**config.mk**
```make
export PLATFORM = sky130hd
export DESIGN_NAME = lbpt_index_hash
export DESIGN_NICKNAME = d
export VERILOG_FILES = /design/src/rtl/core_types_pkg.sv /design/src/rtl/lbpt_index_hash_xor_fold.sv /design/src/rtl/lbpt_index_hash.sv
export SDC_FILE = /design/constraint.sdc
export NUM_CORES = 1
export LEC_CHECK = 0
export CAP_MARGIN = 20
export CORE_UTILIZATION = 29
export CTS_CLUSTER_SIZE = 14
export DETAILED_ROUTE_END_ITERATION = 10
export PLACE_DENSITY_LB_ADDON = 0.08
export SYNTH_ARGS = -nofsm -noshare
export SYNTH_HDL_FRONTEND = slang
export SYNTH_SLANG_ARGS = --single-unit
```
**constraint.sdc**
```tcl
create_clock -name CLK -period 0.95 [get_ports CLK]
set_input_delay 0.19 -clock CLK [delete_from_list [all_inputs] [get_ports CLK]]
set_output_delay 0.19 -clock CLK [all_outputs]
set_load 0.05 [all_outputs]
```
**src/rtl/core_types_pkg.sv**
```systemverilog
// Shared core widths and the LBPT index type.
package core_types_pkg;

    localparam int unsigned LH_LENGTH        = 8;
    localparam int unsigned ASID_WIDTH       = 9;
    localparam int unsigned LBPT_INDEX_WIDTH = 8;

    // One LBPT table index; the table depth is 2**LBPT_INDEX_WIDTH.
    typedef logic [LBPT_INDEX_WIDTH-1:0] lbpt_index_t;

endpackage : core_types_pkg

```
**src/rtl/lbpt_index_hash_xor_fold.sv**
```systemverilog
// xor_fold: combinational XOR fold of an IN_WIDTH vector down to OUT_WIDTH bits.
//   in_i  [IN_WIDTH-1:0]   vector to fold; chunked from the LSB upward
//   out_o [OUT_WIDTH-1:0]  XOR of all OUT_WIDTH chunks (last chunk zero-extended)
module xor_fold #(
    parameter int unsigned IN_WIDTH  = 30,
    parameter int unsigned OUT_WIDTH = 8
) (
    input  logic [IN_WIDTH-1:0]  in_i,
    output logic [OUT_WIDTH-1:0] out_o
);

    localparam int unsigned NCHUNK = (IN_WIDTH + OUT_WIDTH - 1) / OUT_WIDTH;
    localparam int unsigned PAD_W  = NCHUNK * OUT_WIDTH;

    // Zero-extending to a whole number of chunks pads the final partial chunk.
    logic [PAD_W-1:0] padded;
    assign padded = PAD_W'(in_i);

    // Running XOR chain: acc[g+1] folds in chunk g.
    logic [OUT_WIDTH-1:0] acc [NCHUNK+1];
    assign acc[0] = '0;

    for (genvar g = 0; g < NCHUNK; g++) begin : g_chunk
        assign acc[g+1] = acc[g] ^ padded[g*OUT_WIDTH +: OUT_WIDTH];
    end

    assign out_o = acc[NCHUNK];

endmodule : xor_fold

```
**src/rtl/lbpt_index_hash.sv**
```systemverilog
// lbpt_index_hash: registered LBPT index = Fold(PC[31:2]) ^ Fold(LH) ^ Fold(ASID).
//   CLK    clock, rising edge
//   RST    synchronous active-high reset; clears index
//   PC     load PC (bits 1:0 ignored)
//   LH     load history
//   ASID   address-space ID
//   index  registered table index, one cycle after inputs are sampled
module lbpt_index_hash
    import core_types_pkg::*;
#(
    parameter int unsigned LH_W    = LH_LENGTH,
    parameter int unsigned ASID_W  = ASID_WIDTH,
    parameter int unsigned INDEX_W = LBPT_INDEX_WIDTH
) (
    input  logic               CLK,
    input  logic               RST,
    input  logic [31:0]        PC,
    input  logic [LH_W-1:0]    LH,
    input  logic [ASID_W-1:0]  ASID,
    output logic [INDEX_W-1:0] index
);

    localparam int unsigned PC_FOLD_W = 30;

    logic [INDEX_W-1:0] pc_fold;
    logic [INDEX_W-1:0] lh_fold;
    logic [INDEX_W-1:0] asid_fold;
    logic [INDEX_W-1:0] index_d;
    logic [INDEX_W-1:0] index_q;

    // Instruction alignment bits carry no information for the hash.
    logic unused_pc_lsbs;
    assign unused_pc_lsbs = ^PC[1:0];

    xor_fold #(
        .IN_WIDTH  (PC_FOLD_W),
        .OUT_WIDTH (INDEX_W)
    ) u_fold_pc (
        .in_i  (PC[31:2]),
        .out_o (pc_fold)
    );

    xor_fold #(
        .IN_WIDTH  (LH_W),
        .OUT_WIDTH (INDEX_W)
    ) u_fold_lh (
        .in_i  (LH),
        .out_o (lh_fold)
    );

    xor_fold #(
        .IN_WIDTH  (ASID_W),
        .OUT_WIDTH (INDEX_W)
    ) u_fold_asid (
        .in_i  (ASID),
        .out_o (asid_fold)
    );

    // Combine the three folds.
    always_comb begin
        index_d = pc_fold ^ lh_fold ^ asid_fold;
    end

    // Index register: captures every cycle, synchronous clear.
    always_ff @(posedge CLK) begin
        if (RST) begin
            index_q <= '0;
        end else begin
            index_q <= index_d;
        end
    end

    assign index = index_q;

endmodule : lbpt_index_hash

```
; After elaboration in Yosys (flattened, before gate mapping)
; Cells that the tools add are included.
[classes]
bitwise_logic = 6
[op_table]
columns = cell, n
row1 = $xor A8 B8 Y8, 4
row2 = $xor A8 B1 Y8, 1
row3 = $xor A8 B6 Y8, 1
[totals]
output_inout_bits = 8
in_bits = 51
reg_bits = 8
wordCells = 7

; Depth between registers and ports, before layout
[logic_depth]
ltp_word = 5
depth_mapped = 3

; Modules after synthesis
; From an unflattened synthesis, not the netlist that was laid out.
[hier_totals]
hier_cells = 63
hier_area_um2 = 688.2
[by_module_without_submodules]
columns = module, cells_per_inst, area_per_inst_um2, seq_area_each_um2, instances
row1 = lbpt_index_hash, 25, 374.1, 160.2, 1
row2 = xor_fold (u_fold_pc), 22, 192.7, 0.0, 1
row3 = xor_fold (u_fold_asid), 8, 61.3, 0.0, 1
row4 = xor_fold (u_fold_lh), 8, 60.1, 0.0, 1

; Worst setup path before layout
; Ideal clock, no wire load.
[synth_path]
path_kind = input to register
from = in PC[10]
to = reg index_q[0] (netlist: index[0])
path_stages = 3
required_time_ps = 826
slack_ps = 48
setup_time_ps = 124
arrival_ps = 778
path_buffers = 0
path_cell_list = xnor3_1 xnor3_1 nor2_1
[synth_between]
elab_chain_cells = 5
[synth_lines]
columns = element, line_no
row1 = start: declaration, lbpt_index_hash.sv:17  ; input logic [31:0] PC,
row2 = $xor A8 B8 Y8 (2 in series), lbpt_index_hash_xor_fold.sv:24  ; assign acc[g+1] = acc[g] ^ padded[g*OUT_WIDTH +: OUT_WIDTH];
row3 = $xor A8 B6 Y8, lbpt_index_hash_xor_fold.sv:24
row4 = $xor A8 B8 Y8 (2 in series), lbpt_index_hash.sv:61  ; index_d = pc_fold ^ lh_fold ^ asid_fold;
row5 = end signal: assignment, lbpt_index_hash.sv:69  ; index_q <= index_d;
row6 = end: declaration, lbpt_index_hash.sv:29  ; logic [INDEX_W-1:0] index_q;
; Every way passes these cells.
; A chain may end at the register's enable or synchronous reset.

; Worst setup path in the final report
[layout_path]
from = in ASID[0]
to = reg index_q[0] (netlist: index[0])
[layout_between]
elab_chain_cells = 2
[layout_lines]
columns = element, line_no
row1 = start: declaration, lbpt_index_hash.sv:19  ; input logic [ASID_W-1:0] ASID,
row2 = $xor A8 B1 Y8, lbpt_index_hash_xor_fold.sv:24
row3 = $xor A8 B8 Y8, lbpt_index_hash.sv:61
; Every way passes these cells.

==> flow_summary.json <==
{
  "status": "finished clean",
  "p_switching_mw": 0.5461,
  "dr.pass1.iters": 2,
  "antenna_found_initial": 0,
  "netSwitchingFraction_pct": 32.51,
  "root_buffer": "clkbuf_4",
  "setup-violations-final": 0,
  "max_slew_margin_pct": 87.73,
  "ys_seq_area_share_pct": 27.23,
  "row_count": 15,
  "largest_reg_flops": 8,
  "wire_per_inst_um": 10.30,
  "first_global_vias": 515,
  "fin_crit_ns": 0.9296,
  "via_per_inst": 4.121,
  "drt_iter0_drc": 2,
  "die_height_um": 47.03,
  "pwr_density_cell_nw_per_um2": 1318,
  "htree_levels": 1,
  "grt_overflow": 0,
  "diodes": 0,
  "place.gp.congestion": 0.6358,
  "ios": 59,
  "fillers": 170,
  "dieArea_sq_um": 2212,
  "drive_above_1_share_pct": 23.36,
  "synth_area_sq_um": 588.1,
  "comb_power_share_pct": 56.4,
  "hold_viol": 0,
  "cts_made_buffers": 3,
  "ys_seq_elements": 8,
  "netlist_instances": 47,
  "synth-warning-count": 0,
  "fin_hold_ws_ns": 0.3649,
  "postRouteAntennaNets": 0,
  "routed_wl_um": 1359,
  "utilization_pct": 70.03,
  "internal_power_mw": 1.134,
  "cp_max_fo": 1,
  "post_cts_buffers": 0,
  "final_nets": 160,
  "dp_hpwl_um": 1183,
  "cts_tree": "yes",
  "core-area_sq_um": 1821,
  "ys_types": 7,
  "power.leakage_nw": 0.6737,
  "post-route-drc-count": 0,
  "hold_path.class": "in -> reg",
  "worst_setup_path_end_kind": "flip-flop",
  "vdd_ir_drop_max_v": 0.0007307,
  "grt_max_degree": 5,
  "grt_pass1_wl_um": 1980,
  "netlist_top_cells_area": "xnor3_1 (34%), dfxtp_1 (27%), xnor2_1 (21%), xor2_1 (8.9%), nor2_1 (5.1%)",
  "drv_slew": 0,
  "vias": 544,
  "worst_pin_slew_ns": 0.1828,
  "grtUsageTotal_pct": 13.59,
  "syn_area_per_cell_sq_um": 12.51,
  "timing.final.crit_share_pct": 97.85,
  "crit_type": "in -> reg",
  "start_util_pct": 32.30,
  "cts.sinks": 8,
  "portBuffers": 56,
  "worstPathArrival_ns": 1.12,
  "cts.clk_slew.worst_paths_ns": 0.06,
  "max-cap-violations": 0,
  "syn2layout_area_growth_pct": 116.8,
  "clockBufferDepth": 2,
  "rsz0062_at_grt": "true",
  "pwr-share-seq_pct": 27.5,
  "synth_top_cell_by_area": "xnor3_1",
  "synth_top_area_share_pct": 34.47,
  "p_clk_share_pct": 16.1,
  "max_freq_mhz": 1076,
  "p_total_mw": 1.680,
  "syn_nets": 98,
  "die_x_um": 47.03,
  "start_kind": "input port",
  "required_ns": 1.15
}
-- final timing paths --
check	depth (start not counted)	slack (ns)	endpoint	start
setup / recovery	4	0.02	index[0]	ASID[0]
hold / removal	4	0.36	index[5]	ASID[5]
-- synth_stat cells (all sizes together) --
| master | number |
|---|---|
| buf | 1 |
| dfxtp | 8 |
| nor2 | 8 |
| xnor2 | 15 |
| xnor3 | 9 |
| xor2 | 6 |
-- critical path: stages --
cell and delay, ns:
clkdlybuf4s50_1 0.50, xnor2_2 0.12, xnor3_1 0.22, nor2_1 0.10
-- stage by stage --
| step | TNS (ns) | setup WS [ns] | std cells | cell area [sq um] |
|---|---|---|---|---|
| 6_report | 0 | 0.02038 | 132 | 1275 |
| 2_1_floorplan | 0 | 0.04765 | 47 | 588.1 |
| 5_1_grt | -0.01254 | -0.01012 | 132 | 1275 |
| 4_1_cts | -0.08060 | -0.07721 | 132 | 1259 |
| 3_5_place_dp | -3.377 | -0.4440 | 129 | 1271 |
| 3_3_place_gp | -3.235 | -0.4180 | 129 | 1271 |
-- power groups by stage --
stage	sequential, mW	combinational [mW]	clock, mW
5_1_grt	0.467	0.994	0.300
6_report	0.462	0.947	0.271
3_3_place_gp	0.454	0.995	0
4_1_cts	0.461	0.968	0.290
3_5_place_dp	0.457	1.00	0
2_1_floorplan	0.641	0.287	0
-- what timing repair did --
item                                    CTS  global route
resized for setup                        48             7
endpoints found under the setup margin   16             8
hold buffers                              0             0
pin swaps                                33            15
-- cells by family after synthesis --
family	after synthesis	share of synthesized area, %
xor+xnor	30	67.02
simple gates	8	5.107
flops	8	27.23
buf+inv	1	0.6377
-- layout make-up --
cell class	count	area (sq um)	area share [%]
repair buffers	58	619.3	48.58
multi-input cells	38	431.7	33.86
flip-flops and latches	8	170.2	13.35
well taps	25	31.28	2.453
clock buffers	3	22.52	1.766
-- per-layer routing --
metal | vias to the layer above | global-route usage, % | share of wire (%)
li1 | 269 | - | -
met1 | 239 | 14.18 | 32
met2 | 33 | 23.61 | 54
met3 | 3 | 4.231 | 12
met4 | 0 | 8.571 | 1.8
met5 | - | 0 | 0
-- cells in the final DEF, fill, tap and decap left out --
| master | synthesis | final |
|---|---|---|
| xnor2_1 | 14 | 13 |
| dlymetal6s2s_1 | 0 | 6 |
| clkdlybuf4s50_1 | 0 | 7 |
| xnor3_1 | 9 | 9 |
| nor2_1 | 8 | 8 |
| xor2_1 | 6 | 6 |
| dlygate4sd2_1 | 0 | 33 |
| buf_12 | 0 | 8 |
| buf_4 | 0 | 2 |
| dfxtp_2 | 0 | 8 |
| clkbuf_4 | 0 | 3 |
| xnor2_2 | 1 | 2 |
| buf_2 | 0 | 2 |
Note: power is estimated with default switching activity, not from simulation.
